[config.mk]
export PLATFORM = sky130hd
export DESIGN_NAME = muldiv_seq
export DESIGN_NICKNAME = d
export VERILOG_FILES = /design/src/rtl/muldiv_seq.sv
export SDC_FILE = /design/constraint.sdc
export NUM_CORES = 1
export LEC_CHECK = 0
export ABC_AREA = 1
export BUFFER_PORTS_ARGS = -buffer_cell sky130_fd_sc_hd__buf_2
export CELL_PAD_IN_SITES_DETAIL_PLACEMENT = 1
export CELL_PAD_IN_SITES_GLOBAL_PLACEMENT = 2
export CORE_MARGIN = 3
export CORE_UTILIZATION = 35
export DETAILED_ROUTE_END_ITERATION = 16
export GPL_ROUTABILITY_DRIVEN = 0
export GPL_TIMING_DRIVEN = 0
export PLACE_DENSITY_LB_ADDON = 0.12
export SLEW_MARGIN = 10
export SYNTH_ARGS = -nofsm -noshare
export SYNTH_HDL_FRONTEND = slang
export SYNTH_SLANG_ARGS = --single-unit
[constraint.sdc]
create_clock -name clk -period 6.3 [get_ports clk]
set_input_delay 0.63 -clock clk [delete_from_list [all_inputs] [get_ports clk]]
set_output_delay 0.63 -clock clk [all_outputs]
set_load 0.02 [all_outputs]
[src/rtl/muldiv_seq.sv]
// -----------------------------------------------------------------------------
// muldiv_seq
//   Iterative multiply/divide sequencer that sits beside the single-cycle ALU.
//   One request is accepted in IDLE. The operand magnitudes are then processed
//   at one bit per cycle for WIDTH cycles: shift/add for MUL and restoring
//   subtract for DIV. A FIXUP cycle applies the result signs, and a one-cycle
//   DONE state presents the result on hi:lo.
//
//   Ports
//     clk    in   1      clock, rising edge
//     rst    in   1      synchronous reset, active-high
//     req    in   1      start request, sampled only in IDLE
//     op     in   2      00 MULU, 01 MULS, 10 DIVU, 11 DIVS
//     a      in   WIDTH  multiplicand / dividend, captured on accept
//     b      in   WIDTH  multiplier / divisor, captured on accept
//     abort  in   1      flush; cancels an operation in CALC/FIXUP
//     busy   out  1      high from the cycle after accept through DONE
//     done   out  1      one-cycle pulse, hi/lo/dz valid
//     hi     out  WIDTH  MUL: product upper half; DIV: remainder
//     lo     out  WIDTH  MUL: product lower half; DIV: quotient
//     dz     out  1      divide-by-zero flag of the last completed op
//
//   Configuration
//     MULDIV_EARLY_OUT_EN : when defined, an accept with b==0 (any op) or
//       a==0 (MUL ops) goes straight to DONE in the next cycle.
// -----------------------------------------------------------------------------
module muldiv_seq #(
  parameter int WIDTH = 32
) (
  input  logic             clk,
  input  logic             rst,
  input  logic             req,
  input  logic [1:0]       op,
  input  logic [WIDTH-1:0] a,
  input  logic [WIDTH-1:0] b,
  input  logic             abort,
  output logic             busy,
  output logic             done,
  output logic [WIDTH-1:0] hi,
  output logic [WIDTH-1:0] lo,
  output logic             dz
);

  localparam int CW = $clog2(WIDTH);

  typedef enum logic [1:0] {
    S_IDLE  = 2'd0,
    S_CALC  = 2'd1,
    S_FIXUP = 2'd2,
    S_DONE  = 2'd3
  } state_t;

  state_t           state_r, state_nxt_s;
  logic [CW-1:0]    cnt_r;
  logic [WIDTH-1:0] acc_r;      // partial product high half / partial remainder
  logic [WIDTH-1:0] work_r;     // multiplier bits / dividend-then-quotient bits
  logic [WIDTH-1:0] opnd_r;     // |multiplicand| / |divisor|
  logic             is_div_r, neg_res_r, neg_rem_r, b_zero_r;

  logic             busy_r, done_r, dz_r;
  logic [WIDTH-1:0] hi_r, lo_r;

  logic             accept_s, early_s;
  logic [WIDTH:0]   mul_sum_s, div_shift_s;
  logic [WIDTH-1:0] div_diff_s, acc_nxt_s, work_nxt_s;
  logic             div_ge_s;
  logic [2*WIDTH-1:0] prod_s;
  logic [WIDTH-1:0] fix_hi_s, fix_lo_s;
  logic             fix_dz_s;

  // Magnitude of a value that is treated as signed only when sgn is set.
  function automatic logic [WIDTH-1:0] mag(input logic [WIDTH-1:0] v, input logic sgn);
    mag = (sgn && v[WIDTH-1]) ? ({WIDTH{1'b0}} - v) : v;
  endfunction

  assign accept_s = (state_r == S_IDLE) && req && !abort;

`ifdef MULDIV_EARLY_OUT_EN
  assign early_s = (b == {WIDTH{1'b0}}) || (!op[1] && (a == {WIDTH{1'b0}}));
`else
  assign early_s = 1'b0;
`endif

  // State register.
  always_ff @(posedge clk) begin
    if (rst) begin
      state_r <= S_IDLE;
    end else begin
      state_r <= state_nxt_s;
    end
  end

  // Next-state logic. Abort is honoured only in CALC and FIXUP.
  always_comb begin
    state_nxt_s = state_r;
    case (state_r)
      S_IDLE: begin
        if (accept_s) begin
          state_nxt_s = early_s ? S_DONE : S_CALC;
        end else begin
          state_nxt_s = S_IDLE;
        end
      end
      S_CALC: begin
        if (abort) begin
          state_nxt_s = S_IDLE;
        end else if (cnt_r == {CW{1'b0}}) begin
          state_nxt_s = S_FIXUP;
        end else begin
          state_nxt_s = S_CALC;
        end
      end
      S_FIXUP: begin
        if (abort) begin
          state_nxt_s = S_IDLE;
        end else begin
          state_nxt_s = S_DONE;
        end
      end
      S_DONE:  state_nxt_s = S_IDLE;
      default: state_nxt_s = S_IDLE;
    endcase
  end

  // One iteration of shift/add multiply or restoring divide.
  always_comb begin
    mul_sum_s   = {1'b0, acc_r} + (work_r[0] ? {1'b0, opnd_r} : {(WIDTH+1){1'b0}});
    div_shift_s = {acc_r, work_r[WIDTH-1]};
    div_ge_s    = (div_shift_s >= {1'b0, opnd_r});
    // Only used when div_ge_s holds, in which case the true difference fits WIDTH bits.
    div_diff_s  = div_shift_s[WIDTH-1:0] - opnd_r;
    if (is_div_r) begin
      acc_nxt_s  = div_ge_s ? div_diff_s : div_shift_s[WIDTH-1:0];
      work_nxt_s = {work_r[WIDTH-2:0], div_ge_s};
    end else begin
      acc_nxt_s  = mul_sum_s[WIDTH:1];
      work_nxt_s = {mul_sum_s[0], work_r[WIDTH-1:1]};
    end
  end

  // Sign fixup of the raw magnitude result.
  always_comb begin
    prod_s   = {acc_r, work_r};
    fix_hi_s = acc_r;
    fix_lo_s = work_r;
    fix_dz_s = 1'b0;
    if (is_div_r) begin
      // With a zero divisor, the restoring loop leaves |a| in the remainder.
      // The dividend-sign fixup therefore restores the original a, as required.
      fix_hi_s = neg_rem_r ? ({WIDTH{1'b0}} - acc_r) : acc_r;
      if (b_zero_r) begin
        fix_lo_s = {WIDTH{1'b1}};
      end else begin
        fix_lo_s = neg_res_r ? ({WIDTH{1'b0}} - work_r) : work_r;
      end
      fix_dz_s = b_zero_r;
    end else begin
      if (neg_res_r) begin
        prod_s = {(2*WIDTH){1'b0}} - {acc_r, work_r};
      end else begin
        prod_s = {acc_r, work_r};
      end
      fix_hi_s = prod_s[2*WIDTH-1:WIDTH];
      fix_lo_s = prod_s[WIDTH-1:0];
    end
  end

  // Operand capture and iteration datapath.
  always_ff @(posedge clk) begin
    if (rst) begin
      cnt_r     <= {CW{1'b0}};
      acc_r     <= {WIDTH{1'b0}};
      work_r    <= {WIDTH{1'b0}};
      opnd_r    <= {WIDTH{1'b0}};
      is_div_r  <= 1'b0;
      neg_res_r <= 1'b0;
      neg_rem_r <= 1'b0;
      b_zero_r  <= 1'b0;
    end else if (accept_s) begin
      cnt_r     <= CW'(WIDTH-1);
      acc_r     <= {WIDTH{1'b0}};
      work_r    <= mag(a, op[0]);
      opnd_r    <= mag(b, op[0]);
      is_div_r  <= op[1];
      neg_res_r <= op[0] && (a[WIDTH-1] ^ b[WIDTH-1]);
      neg_rem_r <= op[0] && a[WIDTH-1];
      b_zero_r  <= (b == {WIDTH{1'b0}});
    end else if (state_r == S_CALC) begin
      cnt_r  <= cnt_r - {{(CW-1){1'b0}}, 1'b1};
      acc_r  <= acc_nxt_s;
      work_r <= work_nxt_s;
    end else begin
      cnt_r <= cnt_r;
    end
  end

  // Registered outputs. The result registers change only when an op completes.
  always_ff @(posedge clk) begin
    if (rst) begin
      busy_r <= 1'b0;
      done_r <= 1'b0;
      hi_r   <= {WIDTH{1'b0}};
      lo_r   <= {WIDTH{1'b0}};
      dz_r   <= 1'b0;
    end else begin
      busy_r <= (state_nxt_s != S_IDLE);
      done_r <= (state_nxt_s == S_DONE);
      if ((state_r == S_FIXUP) && !abort) begin
        hi_r <= fix_hi_s;
        lo_r <= fix_lo_s;
        dz_r <= fix_dz_s;
      end
`ifdef MULDIV_EARLY_OUT_EN
      else if (accept_s && early_s) begin
        // MUL by/of zero gives 0. DIV by zero gives lo=all ones and hi=a.
        // DIV of zero by nonzero gives 0.
        hi_r <= (op[1] && (b == {WIDTH{1'b0}})) ? a : {WIDTH{1'b0}};
        lo_r <= (op[1] && (b == {WIDTH{1'b0}})) ? {WIDTH{1'b1}} : {WIDTH{1'b0}};
        dz_r <= op[1] && (b == {WIDTH{1'b0}});
      end
`endif
      else begin
        hi_r <= hi_r;
        lo_r <= lo_r;
        dz_r <= dz_r;
      end
    end
  end

  assign busy = busy_r;
  assign done = done_r;
  assign hi   = hi_r;
  assign lo   = lo_r;
  assign dz   = dz_r;

endmodule

After elaboration in Yosys (flattened, before gate mapping). Index checks and enable logic that the tools add are counted.

Add/subtract/negate cells: 8. Muxes and demuxes: 22. Equality and inequality tests: 4. $lt $le $gt $ge: 1. Reductions and logical operators: 13. Bitwise operators: 1.

Operator list (count): $mux W32 (13); $sub A1 B32 Y32 const A (4); $mux W64 (1); $sub A1 B64 Y64 const A (1); $add A32 B32 Y33 (1); $ge A33 B32 Y1 (1); $logic_not A32 Y1 (1); $sub A32 B32 Y32 (1); $mux W5 (2); $pmux W2 S4 (1); $eq A2 B2 Y1 const B (3); $logic_and A1 B1 Y1 (6); $mux W2 (3); $logic_not A5 Y1 (1); $sub A5 B1 Y5 const B (1); $reduce_bool A2 Y1 (2); $eq A2 B1 Y1 const B (1); $logic_not A2 Y1 (1); $mux W1 (2); $reduce_or A2 Y1 (1); $logic_not A1 Y1 (1); $xor A1 B1 Y1 (1).

Logic and storage cells: 63. Bits in registers: 174. Bits of input ports: 70. Output and inout bits: 67.

Depth between registers and ports, before layout.
Depth after elaboration: 6. Mapped depth: 20. Gate-level depth less buffers: 18.

Least setup slack after synthesis. Ideal clock, no wire load.

Path kind: register -> register. Start point: reg work_r[0]. End point: reg acc_r[13]. Cell stages (with the launch flop): 18. Buffers on the path: 2. Data required time: 6.183 ns. Arrival: 2.297 ns. Setup time: 0.117 ns. Setup slack: 3.886 ns. Clock period less this slack: 2.414 ns. Cells stage by stage: dfxtp_1 > buf_6 > clkbuf_1 > nand2_1 > inv_1 > ha_1 > fa_1 > nand2_1 > nand3_1 > nand3_1 > nand2_1 > nand3_1 > nand2_1 > or2_2 > nand3_1 > nand3_1 > nor2_1 > nor2_1.

Word-level cells in the longest chain between the ends: 3.

RTL lines: from (decl) (line 56) `logic [WIDTH-1:0] work_r;`; from (signal assigned) (line 173) `work_r <= {WIDTH{1'b0}};`; from (signal assigned) (line 182) `work_r <= mag(a, op[0]);`; from (signal assigned) (line 191) `work_r <= work_nxt_s;`; $mux W32 (line 127) `mul_sum_s = {1'b0, acc_r} + (work_r[0] ? {1'b0, opnd_r} : {(WIDTH+1){1'b0}});`; $add A32 B32 Y33 (line 127); $mux W32 (line 132) `if (is_div_r) begin`; to (signal assigned) (line 172) `acc_r <= {WIDTH{1'b0}};`; to (signal assigned) (line 181) `acc_r <= {WIDTH{1'b0}};`; to (signal assigned) (line 190) `acc_r <= acc_nxt_s;`; to (decl) (line 55) `logic [WIDTH-1:0] acc_r;`.

No other way between the ends. A chain may end at the register's enable or synchronous reset.

Final worst setup path.
Start point: reg is_div_r. End point: reg acc_r[21].

Word-level cells in the longest chain between the ends: 1.

RTL lines: from (decl) (line 58) `logic is_div_r, neg_res_r, neg_rem_r, b_zero_r;`; from (signal assigned) (line 184) `is_div_r <= op[1];`; $mux W32 (line 132).

No other way between the ends.

==> metrics.md <==
| Metric | Value |
|---|---|
| Core area | ~0.047 mm² |
| Starting DRC count in detailed routing | 1739 |
| Root Buffer | clkbuf_16 |
| Max stage delay on crit path | ~1.1 ns |
| Finished Core Util | roughly 40% |
| FILL cells | around 6600 |
| Int Power | 2190 µW |
| Yosys top cell area share | 20.7% |
| Initial antenna violation count | 0 |
| Port Buffers | around 140 |
| Clk sink count | roughly 170 |
| NetSw | around 1800 µW |
| Post-CTS Hold Buffers | 0 |
| Area growth syn-to-layout | 12.0% |
| Die area | roughly 0.05 mm² |
| ANT nets after route | 0 |
| Crit path capture | acc_r[21] |
| Power Total | roughly 4000 µW |
| CTS tree | built |
| Synth area leader | dfxtp_1 |
| CTS Buf Count | 17 |
| WL final | just over 80 mm |
| Commonest non-fill, non-tap cell in the layout | nand2_1 |
| Critical Path Source Type | flop |
| Net Count, Synth | between 3000 and 4000 |
| Power share of the clock group | between 20% and 30% |
| Crit path capture type | flop |
| Postcts setup bufs | 0 |
| Ys async rst share | 0% |
| Total number of vias | roughly 20000 |
| DRC | 0 |
| Dpl hpwl | a little under 70 mm |
| Worst slew margin | between 9 and 10% |
| Netlist cell types | 59 |
| Final setup violation count | 0 |
| Worst-path maximum fanout | 10 |
| R2R Path Start | is_div_r |
| CP bufs+invs | 5 |
| Status | finished clean |
| Total track usage | about a third |
| Clock latency on the worst-skew pair | about 0.49 ns |
| Mapped Area | 0.0168 mm² |
| Final hold viol count | 0 |
| Peak VDD IR | 0.217 mV |
| Crit. path cell count | 8 |
| MaxCap Viol Count | 0 |
| Max Root-Sink Buffers | 2 |
| Post-Place Cell Area | between 0.015 and 0.02 mm² |
| Arr. time, crit path | 3.67 ns |
| Flop pwr share | between 30% and 40% |
| First-pass GRT wire length | between 100 and 150 mm |
| # diodes | 0 |
| Max Slew Vio Count | 0 |
| Post-synth EDFFs | 0 |
| Min Tclk post-route | around 3.2 ns |
| Power per Cell Area | ~210 mW/mm² |
| Critical path data required time | about 6.7 ns |
| Overflow after GRT | 0 |
| Height of the chip | about 230 µm |
| RSZ-0062 raised after global routing | no |
| Mean Syn Cell Area | 5.70 µm² |
| Synth Warn # | 0 |
| H-tree levels | 4 |
| Largest net degree at the start of global routing | 18 |
| Routed wire per std cell | ~22 µm |
| Final period utilization | about half |
| Reg2Reg Depth | 8 |
| Gate Count Post-Synth | ~3000 |
| Crit path launch | is_div_r |
| Fin area | around 0.019 mm² |
| Synth area leaders | dfxtp_1, nand2_1, inv_1 |
| Rows | 79 |
| Net Sw Frac | 45.1% |
| Vias in the first global route | around 20000 |
| Max Clock Skew | 0.0270 ns |
| Worst-path cell chain | clkbuf_1 -> inv_1 -> clkbuf_1 -> buf_1 -> nand3_1 -> nand3_1 -> nand2_1 -> inv_1 |
| Fin Setup TNS | 0 ns |
| Hold Path Class | in -> reg |
| CP max stage cell | buf_1 |
| Layout cells sized above 1 | just under 10% |
| #FFs+latches synth | between 150 and 200 |
| Ys flop type | dfxtp_1 |
| Reg2reg end | acc_r[21] |
| Most frequent cells in the layout | nand2_1, inv_1, nor2_1, o21ai_0, nand3_1 |
| Top Family by Delay on Critical Path | buffers and inverters |
| Drt pass-1 iters | 5 |
| Measured slew at the worst slew-check pin | 1.35 ns |
| Leakage | roughly 0.0097 µW |
| Initial Util | a little over a third |
| # IOs | 137 |
| Sequential fraction of the synthesis area | roughly a fifth |
| Drt via density | approximately 5.5 |
| CTS resizes | 0 |
| Nets | about 3200 |
| Achievable frequency | ~0.31 GHz |
| Clk pin slew, worst setup/hold paths | around 0.080 ns |
| Critical path class | reg -> reg |
| Die X | 225 µm |
| Worst reg-to-reg setup slack | approximately 3 ns |
| Logic pwr share | 40.1% |
-- routing by layer --
metal | part of all wire, % | vias up | wire length [µm] | global-route usage, %
met5 | 0 | - | 0 | 0
met4 | 4.0 | 0 | 3300 | 13.0
met3 | 6.7 | 149 | 5580 | 4.18
met2 | 43 | 675 | 35700 | 50.5
met1 | 46 | 9821 | 38400 | 45.5
li1 | - | 9794 | - | -
-- per-stage QoR --
stage,hold WS (ns),setup WS (ns),cells
floorplan,0.428,3.89,2945
global placement,0.488,3.12,3687
detailed placement,0.501,3.10,3687
CTS,0.426,3.13,3719
global route,0.468,2.77,3719
finish,0.441,3.07,3719
-- layout make-up --
class,instances,area [µm²],share of cell area (%)
multi-input combinational,2227,11200,59.4
clock buffer,18,429,2.28
clock inverter,14,155,0.825
inverter,433,1630,8.64
timing repair buffer,135,676,3.59
tap,607,759,4.04
sequential,174,3480,18.5
buffer,111,507,2.69
-- cell families (layout without fill, tap and decap cells) --
group / after synthesis / after routing / synth area share (%)
AND/OR/NAND/NOR: 1517 / 1517 / 38.6
AO/OA/AOI/OAI: 564 / 564 / 18.6
buffers and inverters: 544 / 711 / 12.7
flip-flops: 174 / 174 / 20.7
XOR/XNOR: 75 / 75 / 3.91
adder cells (fa/ha/maj): 71 / 71 / 5.38
-- synth_stat cells, types with 5 or more instances --
master     count
nand3_2       10
ha_1          69
nor2_2        20
nor2_1       363
o211ai_1      28
nand3b_1      11
or2_2         18
buf_2         21
inv_2         11
nor3_1        35
o21ai_1        8
xor2_1        57
nand3_1      207
a21oi_2        8
o21bai_1       5
nand2_2       21
xnor2_1       18
a21o_1         6
o21ai_0      246
nand4_1       42
o2111ai_1      5
buf_1          8
a31oi_1       22
inv_1        420
dfxtp_1      174
o221ai_1      12
a21oi_1      202
nand2_1      767
clkbuf_1      74
nor3_2         6
-- worst min-delay path by stage --
stage,start,to,slack [ns],cells after the start
6_report,a[24],work_r[24],0.44,3
5_1_grt,a[24],work_r[24],0.47,3
4_1_cts,a[24],work_r[24],0.43,3
3_5_place_dp,cnt_r[0],cnt_r[0],0.50,2
3_3_place_gp,cnt_r[0],cnt_r[0],0.49,2
2_1_floorplan,b_zero_r,b_zero_r,0.43,2
-- power groups by stage --
stage                     registers [µW]  logic (µW)  clock network, µW
after detailed placement            1280        1560                  0
after CTS                           1250        1570               1140
after global placement              1280        1530                  0
after floorplan                     1230        1050                  0
final                               1260        1600               1120
after global routing                1260        1760               1170
-- worst reg2reg max path: cells and delay by family (launching register included) --
family / cells / cell delay, ns
flops: 1 / 0.30
buf+inv: 5 / 2.10
simple gates: 3 / 0.79
-- registers in the layout (all words and copies together) (netlist names) --
register,cells
opnd_r,32
neg_res_r,1
work_r,32
lo,32
done,1
neg_rem_r,1
is_div_r,1
cnt_r,5
acc_r,32
hi,32
busy,1
state_r,2
b_zero_r,1
dz,1
Power figures use the tool's default switching activity.
